`src/rtl/flash_cache_pkg.sv`:
```
// Shared constants for the flash read cache: FSM state encodings, bus widths
// and the address-split helper used to locate word index and tag bits.
package flash_cache_pkg;

    localparam int WORD_W        = 32;
    localparam int QSPI_AW       = 24;
    localparam int BYTE_OFS_BITS = 2;

    typedef logic [WORD_W-1:0] word_t;

    localparam logic [1:0] ST_IDLE    = 2'd0;
    localparam logic [1:0] ST_START   = 2'd1;
    localparam logic [1:0] ST_FILL    = 2'd2;
    localparam logic [1:0] ST_RESPOND = 2'd3;

    // Number of word-index bits for a line of line_words 32-bit words.
    function automatic int line_idx_bits(input int line_words);
        return $clog2(line_words);
    endfunction

    function automatic int tag_bits(input int addr_width, input int line_words);
        return addr_width - line_idx_bits(line_words) - BYTE_OFS_BITS;
    endfunction

endpackage

```
`src/rtl/flash_cache_if.sv`:
```
// Host-side and QSPI-side signal bundle of the flash read cache.
interface flash_cache_if #(
    parameter int ADDR_WIDTH = 24
);
    import flash_cache_pkg::*;

    logic                  cache_enable;
    logic                  cache_flush;
    logic                  cache_read;
    logic [ADDR_WIDTH-1:0] cache_address;
    word_t                 cache_readData;
    logic                  cache_readReady;
    logic                  cache_busy;

    logic                  qspi_enable;
    logic [QSPI_AW-1:0]    qspi_address;
    logic                  qspi_changeAddress;
    logic                  qspi_requestData;
    word_t                 qspi_readData;
    logic                  qspi_readDataValid;
    logic                  qspi_initialised;
    logic                  qspi_busy;

    modport slave (
        input  cache_enable, cache_flush, cache_read, cache_address,
        input  qspi_readData, qspi_readDataValid, qspi_initialised, qspi_busy,
        output cache_readData, cache_readReady, cache_busy,
        output qspi_enable, qspi_address, qspi_changeAddress, qspi_requestData
    );

    modport master (
        output cache_enable, cache_flush, cache_read, cache_address,
        output qspi_readData, qspi_readDataValid, qspi_initialised, qspi_busy,
        input  cache_readData, cache_readReady, cache_busy,
        input  qspi_enable, qspi_address, qspi_changeAddress, qspi_requestData
    );

endinterface

```
`src/rtl/flash_cache_line_store.sv`:
```
// Single cache line: data words (not reset) plus per-word valid bits,
// one write port from the fill path and one combinational read port.
module cache_line_store
    import flash_cache_pkg::*;
#(
    parameter int LINE_WORDS = 8,
    parameter int IW         = 3
) (
    input  logic          clk,
    input  logic          rst,
    input  logic          i_clear,
    input  logic          i_we,
    input  logic [IW-1:0] i_waddr,
    input  word_t         i_wdata,
    input  logic [IW-1:0] i_raddr,
    output word_t         o_rdata,
    output logic          o_rvalid
);

    word_t                 r_data [LINE_WORDS];
    logic [LINE_WORDS-1:0] r_valid;

    always_ff @(posedge clk) begin
        if (i_we) begin
            r_data[i_waddr] <= i_wdata;
        end
    end

    always_ff @(posedge clk or negedge rst) begin
        if (!rst) begin
            r_valid <= '0;
        end else if (i_clear) begin
            r_valid <= '0;
        end else if (i_we) begin
            r_valid[i_waddr] <= 1'b1;
        end
    end

    assign o_rdata  = r_data[i_raddr];
    assign o_rvalid = r_valid[i_raddr];

endmodule

```
`src/rtl/flash_cache.sv`:
```
// Single-line flash read cache with critical-word early restart.
// state   | meaning
// IDLE    | serve hits, launch a fill on a miss, apply flushes directly
// START   | pulse qspi_changeAddress once the device is not busy
// FILL    | collect LINE_WORDS words in order, serve words as they land
// RESPOND | fill done; apply any flush recorded during the fill
module flash_cache
    import flash_cache_pkg::*;
#(
    parameter int LINE_WORDS = 8,
    parameter int ADDR_WIDTH = 24
) (
    input  logic         clk,
    input  logic         rst,
    flash_cache_if.slave bus
);

    localparam int IW = line_idx_bits(LINE_WORDS);
    localparam int TW = tag_bits(ADDR_WIDTH, LINE_WORDS);

    logic [1:0]    r_state;
    logic [TW-1:0] r_tag;
    logic          r_line_valid;
    logic          r_flush_pend;
    logic          r_ready;
    word_t         r_rdata;
    logic [IW-1:0] r_fill_cnt;

    logic [IW-1:0] w_idx;
    logic [TW-1:0] w_tag;
    word_t         w_st_rdata;
    logic          w_st_rvalid;
    logic          w_req_live;
    logic          w_tag_match;
    logic          w_hit;
    logic          w_miss;
    logic          w_start;
    logic          w_chg;
    logic          w_fill_wr;
    logic          w_fill_last;
    logic          w_bypass;
    logic          w_unused_addr_lsbs;

    assign w_idx = bus.cache_address[IW+1:BYTE_OFS_BITS];
    assign w_tag = bus.cache_address[ADDR_WIDTH-1:IW+BYTE_OFS_BITS];
    assign w_unused_addr_lsbs = ^bus.cache_address[BYTE_OFS_BITS-1:0];

    // r_ready masks the request for the cycle in which the host still holds it
    assign w_req_live  = bus.cache_read && bus.cache_enable && !r_ready;
    assign w_tag_match = r_line_valid && (w_tag == r_tag);
    assign w_hit       = w_req_live && w_tag_match && w_st_rvalid;
    assign w_miss      = w_req_live && !w_hit;
    assign w_start     = (r_state == ST_IDLE) && w_miss && bus.qspi_initialised;
    assign w_chg       = (r_state == ST_START) && !bus.qspi_busy && bus.cache_enable;
    assign w_fill_wr   = (r_state == ST_FILL) && bus.qspi_readDataValid;
    assign w_fill_last = w_fill_wr && (r_fill_cnt == IW'(LINE_WORDS - 1));
    // Word arriving now is the one the host waits for: forward it directly
    assign w_bypass    = w_req_live && w_tag_match && w_fill_wr && (r_fill_cnt == w_idx);

    cache_line_store #(
        .LINE_WORDS (LINE_WORDS),
        .IW         (IW)
    ) u_store (
        .clk      (clk),
        .rst      (rst),
        .i_clear  (w_start),
        .i_we     (w_fill_wr),
        .i_waddr  (r_fill_cnt),
        .i_wdata  (bus.qspi_readData),
        .i_raddr  (w_idx),
        .o_rdata  (w_st_rdata),
        .o_rvalid (w_st_rvalid)
    );

    always_ff @(posedge clk or negedge rst) begin
        if (!rst) begin
            r_state      <= ST_IDLE;
            r_tag        <= '0;
            r_line_valid <= 1'b0;
            r_flush_pend <= 1'b0;
            r_ready      <= 1'b0;
            r_rdata      <= '0;
            r_fill_cnt   <= '0;
        end else begin
            r_ready <= w_hit || w_bypass;
            if (w_bypass) begin
                r_rdata <= bus.qspi_readData;
            end else if (w_hit) begin
                r_rdata <= w_st_rdata;
            end

            case (r_state)
                ST_IDLE: begin
                    if (w_start) begin
                        r_state      <= ST_START;
                        r_tag        <= w_tag;
                        r_line_valid <= 1'b1;
                        r_fill_cnt   <= '0;
                        r_flush_pend <= 1'b0;
                    end else if (bus.cache_flush) begin
                        r_line_valid <= 1'b0;
                    end
                end
                ST_START: begin
                    if (bus.cache_flush) r_flush_pend <= 1'b1;
                    if (w_chg) r_state <= ST_FILL;
                end
                ST_FILL: begin
                    if (bus.cache_flush) r_flush_pend <= 1'b1;
                    if (w_fill_wr) begin
                        r_fill_cnt <= r_fill_cnt + 1'b1;
                        if (w_fill_last) r_state <= ST_RESPOND;
                    end
                end
                ST_RESPOND: begin
                    r_state <= ST_IDLE;
                    if (r_flush_pend || bus.cache_flush) begin
                        r_line_valid <= 1'b0;
                        r_flush_pend <= 1'b0;
                    end
                end
                default: r_state <= ST_IDLE;
            endcase
        end
    end

    assign bus.cache_readReady    = r_ready;
    assign bus.cache_readData     = r_rdata;
    assign bus.cache_busy         = (r_state == ST_START) || (r_state == ST_FILL);
    assign bus.qspi_enable        = bus.cache_enable;
    assign bus.qspi_changeAddress = w_chg;
    assign bus.qspi_requestData   = (r_state == ST_FILL) && !w_fill_last;
    assign bus.qspi_address       = QSPI_AW'({r_tag, {(IW + BYTE_OFS_BITS){1'b0}}});

endmodule

```
`src/flat_wrapper.sv`:
```
// flat-port wrapper written by rule: the top's interface ports become plain ports
module flash_cache_flat import flash_cache_pkg::*;
#(
    parameter int LINE_WORDS = 8,
    parameter int ADDR_WIDTH = 24
)
  (clk, rst, bus_cache_enable, bus_cache_flush, bus_cache_read, bus_cache_address, bus_qspi_readData, bus_qspi_readDataValid, bus_qspi_initialised, bus_qspi_busy, bus_cache_readData, bus_cache_readReady, bus_cache_busy, bus_qspi_enable, bus_qspi_address, bus_qspi_changeAddress, bus_qspi_requestData);
  flash_cache_if #(.ADDR_WIDTH(ADDR_WIDTH)) bus_i ();
  input  logic clk;
  input  logic rst;
  input wire logic [$bits(bus_i.cache_enable)-1:0] bus_cache_enable;
  input wire logic [$bits(bus_i.cache_flush)-1:0] bus_cache_flush;
  input wire logic [$bits(bus_i.cache_read)-1:0] bus_cache_read;
  input wire logic [$bits(bus_i.cache_address)-1:0] bus_cache_address;
  input wire logic [$bits(bus_i.qspi_readData)-1:0] bus_qspi_readData;
  input wire logic [$bits(bus_i.qspi_readDataValid)-1:0] bus_qspi_readDataValid;
  input wire logic [$bits(bus_i.qspi_initialised)-1:0] bus_qspi_initialised;
  input wire logic [$bits(bus_i.qspi_busy)-1:0] bus_qspi_busy;
  output wire logic [$bits(bus_i.cache_readData)-1:0] bus_cache_readData;
  output wire logic [$bits(bus_i.cache_readReady)-1:0] bus_cache_readReady;
  output wire logic [$bits(bus_i.cache_busy)-1:0] bus_cache_busy;
  output wire logic [$bits(bus_i.qspi_enable)-1:0] bus_qspi_enable;
  output wire logic [$bits(bus_i.qspi_address)-1:0] bus_qspi_address;
  output wire logic [$bits(bus_i.qspi_changeAddress)-1:0] bus_qspi_changeAddress;
  output wire logic [$bits(bus_i.qspi_requestData)-1:0] bus_qspi_requestData;
  assign bus_i.cache_enable = bus_cache_enable;
  assign bus_i.cache_flush = bus_cache_flush;
  assign bus_i.cache_read = bus_cache_read;
  assign bus_i.cache_address = bus_cache_address;
  assign bus_i.qspi_readData = bus_qspi_readData;
  assign bus_i.qspi_readDataValid = bus_qspi_readDataValid;
  assign bus_i.qspi_initialised = bus_qspi_initialised;
  assign bus_i.qspi_busy = bus_qspi_busy;
  assign bus_cache_readData = bus_i.cache_readData;
  assign bus_cache_readReady = bus_i.cache_readReady;
  assign bus_cache_busy = bus_i.cache_busy;
  assign bus_qspi_enable = bus_i.qspi_enable;
  assign bus_qspi_address = bus_i.qspi_address;
  assign bus_qspi_changeAddress = bus_i.qspi_changeAddress;
  assign bus_qspi_requestData = bus_i.qspi_requestData;
  flash_cache #(.LINE_WORDS(LINE_WORDS), .ADDR_WIDTH(ADDR_WIDTH)) u_core (.clk(clk), .rst(rst), .bus(bus_i));
endmodule
```
`config.mk`:
```
export PLATFORM = sky130hd
export DESIGN_NAME = flash_cache_flat
export DESIGN_NICKNAME = d
export VERILOG_FILES = /design/src/rtl/flash_cache_pkg.sv /design/src/rtl/flash_cache_if.sv /design/src/rtl/flash_cache_line_store.sv /design/src/rtl/flash_cache.sv /design/src/flat_wrapper.sv
export SDC_FILE = /design/constraint.sdc
export NUM_CORES = 1
export LEC_CHECK = 0
export ABC_AREA = 1
export BUFFER_PORTS_ARGS = -buffer_cell sky130_fd_sc_hd__buf_2
export CAP_MARGIN = 40
export CORE_AREA = 4 4 130 225
export DETAILED_ROUTE_END_ITERATION = 8
export DIE_AREA = 0 0 134 229
export PLACE_DENSITY_LB_ADDON = 0.08
export SLEW_MARGIN = 20
export SYNTH_ARGS = -nofsm -noshare
export SYNTH_HDL_FRONTEND = slang
export SYNTH_HIERARCHICAL = 1
export SYNTH_SLANG_ARGS = --single-unit
```
`constraint.sdc`:
```
create_clock -name clk -period 3.32 [get_ports clk]
set_clock_uncertainty 0.2 [all_clocks]
set_input_delay 0.332 -clock clk [delete_from_list [all_inputs] [get_ports clk]]
set_output_delay 0.332 -clock clk [all_outputs]
set_load 0.05 [all_outputs]
```
# Word-level counts from Yosys, hierarchy flattened
# Memories as Yosys holds them, arrays and structs flattened. A register that Yosys moved wholly into a read port is not among the register bits.
# Cells that the tools add are included.
# totals
register_bits,35
latch_bits,0
ram_bits,256
mem_bits_ro,0
input_bits,64
out_inout_bits,61
wordCells,84
n_memories,1
# classes
add_sub_neg,1
n_mul,0
n_div,0
order_cmp,3
eq_ne,13
shift,0
muxes,23
bitwise_logic,1
reduce_logical,35
# mem_list
memory,words,word_bits,read_ports,rd_ports_with_merged_regs,wr,line,source
u_core.u_store.r_data,8,32,1,1,1,flash_cache_line_store.sv:20,word_t r_data [LINE_WORDS];
# ops
op,count
$eq A19 B19 Y1,1
$logic_and A1 B1 Y1,16
$mux W8,2
$mux W1,9
$reduce_and A3 Y1,3
$lt A3 B4 Y1 const B,2
$mux W2,4
$ne A2 B1 Y1 const B,4
$or A8 B8 Y8,1
$pmux W2 S4,1
$reduce_bool A2 Y1,4
$mux W3,2
$pmux W3 S2,1
$logic_not A1 Y1,5
$eq A2 B2 Y1 const B,2
$ne A2 B2 Y1 const B,2
$reduce_and A4 Y1,1
$add A3 B1 Y3 const B,1
$bmux W1 S3,1
$demux W1 S3,1
$eq A3 B3 Y1,1
$eq A3 B3 Y1 const B,1
$ge A3 B1 Y1 const B,1
$logic_or A1 B1 Y1,3
7 further kinds,7

# Longest topological paths before layout
# Gate-level depths: netlist of the first run.
# logic_depth
depth_word,10
ltp_mapped,15
depth_no_buf,12

# Hierarchy
# The synthesis of the first run kept the hierarchy.
# modules_own_cells
mod,n_inst,cells_per_inst,area_per_inst_um2,seq_area_each_um2
cache_line_store,1,1178,11612.4,7887.6
flash_cache,1,420,3193.1,1476.4

# Worst setup path before layout of the first run
# OpenSTA, ideal clock, no wires.
# synth_timing
path_type,flip-flop to flip-flop
start,register u_core.r_state[0]
end,"memory u_core/u_store/r_data[7][0] (netlist bit), enable pin"
setup_time_ns,0.422
t_arrival_ns,2.318
t_required_ns,2.698
path_slack_ns,0.380
stages_incl_launch_ff,7
n_path_buf,0
period_less_slack_ns,2.940
path_cell_list,dfrtp_1 -> inv_1 -> ha_1 -> nand2_1 -> inv_1 -> nand2_1 -> nor2_1
# synth_via
elab_chain_len,4
# synth_lines
item,line,source
start: declaration,flash_cache.sv:21,logic [1:0] r_state;
start signal: assignment,flash_cache.sv:77,r_state <= ST_IDLE;
start signal: assignment,flash_cache.sv:95,r_state <= ST_START;
start signal: assignment,flash_cache.sv:106,if (w_chg) r_state <= ST_FILL;
$eq A2 B2 Y1,flash_cache.sv:55,assign w_fill_wr = (r_state == ST_FILL) && bus.qspi_readDataValid;
$logic_and A1 B1 Y1,flash_cache.sv:55,
via u_core.w_fill_wr,flash_cache.sv:39,logic w_fill_wr;
$mux W1,flash_cache_line_store.sv:24,if (i_we) begin
$mux W1 (not written as such),flash_cache_line_store.sv:25,r_data[i_waddr] <= i_wdata;
end: declaration,flash_cache_line_store.sv:20,
# The timed path passes the listed nets, and every way through them passes these cells.

# Worst setup path in the final report of the first run
# layout_timing
start,register u_core.r_tag[8]
end,register u_core.r_tag[4]
# layout_via
elab_chain_len,9
# layout_lines
item,line,source
start: declaration,flash_cache.sv:22,logic [TW-1:0] r_tag;
start signal: assignment,flash_cache.sv:96,r_tag <= w_tag;
$eq A19 B19 Y1,flash_cache.sv:50,assign w_tag_match = r_line_valid && (w_tag == r_tag);
$logic_and A1 B1 Y1,flash_cache.sv:50,
$logic_and A1 B1 Y1 (2 in a row),flash_cache.sv:51,assign w_hit = w_req_live && w_tag_match && w_st_rvalid;
$logic_not A1 Y1,flash_cache.sv:52,assign w_miss = w_req_live && !w_hit;
$logic_and A1 B1 Y1,flash_cache.sv:52,
$logic_and A1 B1 Y1 (2 in a row),flash_cache.sv:53,assign w_start = (r_state == ST_IDLE) && w_miss && bus.qspi_initialised;
via u_core.w_start,flash_cache.sv:37,logic w_start;
$reduce_and A2 Y1 (no line),-,
# The timed path passes the listed nets, and every way through them passes these cells.
# A chain may end at the register's enable or synchronous reset.

==> results of run 1 <==
## layout by cell type, fill, tap and decap left out, types with 7 or more instances in the layout
cell / n
inv_1: 321
buf_4: 27
nand3_1: 232
o21ai_0: 29
a21oi_1: 10
edfxtp_1: 256
clkinv_1: 7
nor2_1: 19
dfrtp_1: 67
clkbuf_1: 7
nand2_1: 559
buf_2: 115
dlygate4sd3_1: 53
clkbuf_16: 29
## metal layers
layer,up-vias,routed length (µm)
li1,5292,-
met1,5043,13600
met2,297,18200
met3,76,1790
met4,0,1000
met5,-,0
## sequential cells by signal (all words and copies together), names as in the netlist
name / flops
u_core/r_state: 2
u_core/r_line_valid: 1
u_core/r_fill_cnt: 3
u_core/r_tag: 19
u_core/u_store/r_data: 256
u_core/r_flush_pend: 1
u_core/u_store/r_valid: 8
u_core/bus.cache_readReady: 1
u_core/bus.cache_readData: 32
## cell type report
cell class                 count  area, µm²  share of cell area
tap                          369        462              0.0269
antenna                        2       5.00            0.000291
clock inverter                16        131             0.00765
multi-input combinational    878       3750               0.218
clock buffer                  38        779              0.0454
timing repair buffer         202       1460              0.0852
sequential                   323       9360               0.545
inverter                     325       1220              0.0711
## worst max-delay path, stage by stage, from the launching register on
cell	delay, ns
dfrtp_1	0.40
or2_2	0.30
nand3_1	0.10
nor2_2	0.07
nand4_4	0.08
buf_4	0.46
nand2_2	0.51
inv_1	0.49
o21ai_0	0.13
## cells by family after synthesis
group | Yosys count
and+or+nand+nor | 824
buffers and inverters | 401
DFF | 323
AOI/OAI and AO/OA | 41
adders and majority gates | 6
xor gates and xnor gates | 2
other | 1
## through the flow
stage,power [mW],hold WS [ns],utilization,std cells,area (µm²)
after global placement,6.70,0.223,0.573,2041,15700
after CTS,10.0,0.0243,0.629,2151,17200
final,9.95,0.0473,0.629,2153,17200
after global routing,10.4,0.0730,0.629,2153,17200
after detailed placement,6.75,0.217,0.576,2044,15700
after floorplan,6.23,-0.164,-,1602,14800
## power by group through the flow
stage / Clock, mW / Combinational (mW) / Sequential, mW
after CTS: 3.31 / 1.85 / 4.87
final: 3.25 / 1.83 / 4.87
after global routing: 3.46 / 2.05 / 4.91
after floorplan: 0 / 0.917 / 5.32
after global placement: 0 / 1.77 / 4.94
after detailed placement: 0 / 1.80 / 4.95
## path summary, 6_finish.rpt
path	start	to	slack [ns]	depth (start not counted)
max	u_core/r_tag[8]	u_core/r_tag[4]	0.43	8
min	bus_qspi_busy	u_core/r_state[0]	0.05	5
max reg2reg	u_core/r_tag[8]	u_core/r_tag[4]	0.43	8
min reg2reg	u_core/r_line_valid	u_core/r_line_valid	0.28	2
max in group asynchronous	rst	u_core/bus.cache_readData[24]	2.08	3
min in group asynchronous	rst	u_core/bus.cache_readData[5]	0.13	2
==> impl_metrics.tcl, run 1 <==
set metrics [dict create \
    outcome "finished, final reports clean" \
    seqPwrFrac 0.489 \
    grt_max_degree 69 \
    wl_per_cell_um 16.1 \
    grt_usage 0.229 \
    grt_overflow 0 \
    synth_compound_area_frac 0.0140 \
    power.internal_mw 7.01 \
    yosysWarnings 6 \
    cp-start-kind "flip-flop" \
    ctsLongestPathBuffers 3 \
    coreArea_mm2 0.0273 \
    synth-seq-cells 323 \
    p_leak_nw 8.41 \
    gr-usage-met3 0.0253 \
    fin_crit_sh 0.872 \
    drc 0 \
    fmax_mhz 345 \
    path_max_fanout 37 \
    worst_pin_slew_ns 0.803 \
    cts.sinks 323 \
    synth_top_family_by_area "simple AND/OR/NAND/NOR gates" \
    dr.pass1.iters 5 \
    setup_ws_ns 0.425 \
    vias_per_cell 4.97 \
    finalSetupViolCount 0 \
    top_usage_layer "met2" \
    dpl.hpwl_mm 20.1 \
    yosysTopAreaCellShare 0.519 \
    criticalPathCategory "flip-flop to flip-flop" \
    cts_hold_buf 53 \
    grt_use_met2 0.426 \
    slew_violations 0 \
    synthCells 1598 \
    clockPowerShare 0.326 \
    routed_wl_mm 34.6 \
    num_rows 80 \
    synth-xor-area-share 0.00118 \
    power_density_mw_per_mm2 579 \
    seq_area_frac_synth 0.632 \
    syn_area_per_cell_um2 9.26 \
    port_buffers 117 \
    netlist_area_mm2 0.0148 \
    synth.largest_area_cell "edfxtp_1" \
    synthSimpleGateAreaFrac 0.231 \
    slew_headroom 0.465 \
    required_ns 3.54 \
    synth_cell_types 27 \
    dpl_worst_slack_ns 0.343 \
    die_x_um 134 \
    switching_share 0.295 \
    end_kind "flip-flop" \
    synth_edf_count 256 \
    synth_fa_ha_area_frac 0.00507 \
    cts_buffers 29 \
    grt_first_pass_wirelength_mm 55.5 \
    postRouteAntennaNets 0 \
    drive_gt1_frac 0.114 \
    cts_tree "done" \
    ios 125 \
    initial_core_util 0.542 \
    gr-usage-met1 0.269 \
    post-cts-setup-buffers 0 \
    period_needed_ns 2.89 \
    synth.most_common_cell "nand2_1" \
    num-fill-cells 2281 \
    ir_worst_vdd_v 0.000581 \
    drv_cap 0 \
    rsz0062_at_grt "false" \
    routabilityCongestion 0.780 \
    muxShareOfSynthArea 0 \
    hold_violations 0 \
    synth_common_cells "nand2_1 (559), inv_1 (321), edfxtp_1 (256)" \
    antenna_found_initial 2 \
    die_area_mm2 0.0307 \
    hold_class "input port to flip-flop" \
    ys.flop_type "edfxtp_1" \
    pwr-share-comb 0.184 \
    grt_pass1_vias 10869 \
    arrival_ns 3.12 \
    async_flop_share 0.207 \
    clk_latency_ns 0.56 \
    fin_tns_setup_ns 0 \
    htree_levels 1 \
    drtIter0Drc 668 \
    root_buffer "clkbuf_16" \
    vias 10708 \
    ys_top_cells_by_area "edfxtp_1 (52%), nand2_1 (14%), dfrtp_1 (11%), inv_1 (8.1%), nand3_1 (7.8%)" \
    nets 1829 \
    die_y_um 229 \
    switching_power_mw 2.94 \
    area.growth.synth_to_final_pct 16.0 \
    clk_pin_slew_ns 0.07 \
    cts_resized 0 \
]
(Power assumes the default switching activity.)
==> run 2: changes to the inputs <==
Settings changed: BUFFER_PORTS_ARGS -buffer_cell sky130_fd_sc_hd__buf_2 to -buffer_cell sky130_fd_sc_hd__buf_4.
==> run 2 against run 1 <==
Compared with the run above: final area increased by 2.5%; first-iteration DRC count rose by 2.5%; register-to-register slack improved by 0.26 ns; clock power increased by 12%; combinational power grew 7%; die area did not move; critical endpoint unchanged; largest cell class unchanged.
==> impl_metrics.tcl, run 2 (same netlist as run 1, synthesis figures left out) <==
set metrics [dict create \
    clk_pin_slew_ns 0.07 \
    grt_overflow 0 \
    cts.sinks 323 \
    gr-usage-met3 0.0305 \
    grt_pass1_vias 10780 \
    drv_cap 0 \
    dr.pass1.iters 5 \
    final_cell_mix "nand2_1 (559), inv_1 (321), edfxtp_1 (256)" \
    fmax_mhz 377 \
    die_area_mm2 0.0307 \
    rsz0062_at_grt "false" \
    arrival_ns 2.87 \
    nets 1824 \
    finalHoldWorstSlack_ns 0.0989 \
    grt_usage 0.230 \
    setup_ws_ns 0.667 \
    num-fill-cells 2197 \
    clockPowerShare 0.349 \
    criticalPathCategory "input port to flip-flop" \
    port_buffers 117 \
    wl_per_cell_um 16.3 \
    ctsLongestPathBuffers 3 \
    routed_wl_mm 35.0 \
    die_y_um 229 \
    worst_pin_slew_ns 0.737 \
    dp_cells 2037 \
    p_leak_nw 8.51 \
    switching_power_mw 3.00 \
    num_rows 80 \
    fin_crit_sh 0.799 \
    initial_core_util 0.542 \
    coreArea_mm2 0.0273 \
    ir_worst_vdd_v 0.000550 \
    period_needed_ns 2.65 \
    cts_buffers 29 \
    dpl.hpwl_mm 19.5 \
    grt_use_met2 0.438 \
    cts_tree "done" \
    routabilityCongestion 0.785 \
    drtIter0Drc 685 \
    path_max_fanout 37 \
    end_kind "flip-flop" \
    largest_reg_flops 256 \
    area.growth.synth_to_final_pct 18.9 \
    grt_first_pass_wirelength_mm 55.6 \
    drive_gt1_frac 0.115 \
    dpl_worst_slack_ns 0.629 \
    htree_levels 1 \
    root_buffer "clkbuf_16" \
    required_ns 3.54 \
    power.internal_mw 7.48 \
    cp-start-kind "input port" \
    seqPwrFrac 0.465 \
    multi_input_area_mm2 0.00375 \
    top_usage_layer "met2" \
    vias_per_cell 5.00 \
    clk_latency_ns 0.55 \
    regMostFlops "u_core/u_store/r_data" \
    slew_violations 0 \
    postRouteAntennaNets 0 \
    final_cells 2147 \
    slew_headroom 0.508 \
    cts_resized 0 \
    ios 125 \
    hold_class "input port to flip-flop" \
    layout_commonest_cell "nand2_1" \
    pwr-share-comb 0.186 \
    finalSetupViolCount 0 \
    drc 0 \
    post-cts-setup-buffers 0 \
    hold_violations 0 \
    switching_share 0.286 \
    die_x_um 134 \
    cts_hold_buf 53 \
    grt_max_degree 77 \
    vias 10745 \
    antenna_found_initial 1 \
    fin_tns_setup_ns 0 \
    power_density_mw_per_mm2 595 \
    gr-usage-met1 0.264 \
    outcome "finished, final reports clean" \
    seqCellArea_mm2 0.00936 \
]
run 2: metrics by stage:
stage	total power, mW	util	cell area, µm²
final	10.5	0.644	17600
after detailed placement	6.85	0.585	16000
after CTS	10.5	0.643	17600
after global routing	10.9	0.644	17600
after floorplan	6.23	-	14800
after global placement	6.81	0.583	15900
run 2: layer usage:
metal	routed length (µm)	vias up
li1	-	5283
met1	13300	5081
met2	18900	319
met3	1880	62
met4	893	0
met5	0	-
run 2: area by class of cell:
class,count,area share
Antenna cell,1,0.000142
Clock buffer,32,0.0424
Clock inverter,22,0.0169
Inverter,325,0.0694
Multi-Input combinational cell,878,0.213
Sequential cell,323,0.532
Tap cell,369,0.0262
Timing Repair Buffer,197,0.0998
run 2: worst paths after layout:
check                      depth (start not counted)              startpoint  slack, ns                            end
max                                               12    bus_cache_address[8]       0.67                u_core/r_tag[4]
min                                                6  bus_qspi_readDataValid        0.1           u_core/r_fill_cnt[0]
max reg2reg                                       11         u_core/r_tag[3]       0.69                u_core/r_tag[4]
min reg2reg                                        2     u_core/r_line_valid       0.28            u_core/r_line_valid
max in group asynchronous                          3                     rst       2.04  u_core/bus.cache_readData[25]
min in group asynchronous                          2                     rst       0.16  u_core/bus.cache_readData[10]
run 2: worst max-delay path: stages:
cell	delay [ns]
dlygate4sd3_1	0.54
buf_4	0.14
nand2_1	0.09
nand2_1	0.06
nor2_1	0.09
nand2_1	0.07
nor2_2	0.19
nand4_4	0.23
nand2_2	0.51
inv_1	0.38
nand2_1	0.14
o21ai_0	0.09
run 2: power groups by stage:
stage	Combinational (mW)	Clock, mW	Sequential, mW
after detailed placement	1.90	0	4.95
final	1.95	3.65	4.87
after CTS	1.96	3.72	4.87
after floorplan	0.917	0	5.32
after global placement	1.87	0	4.94
after global routing	2.15	3.87	4.91
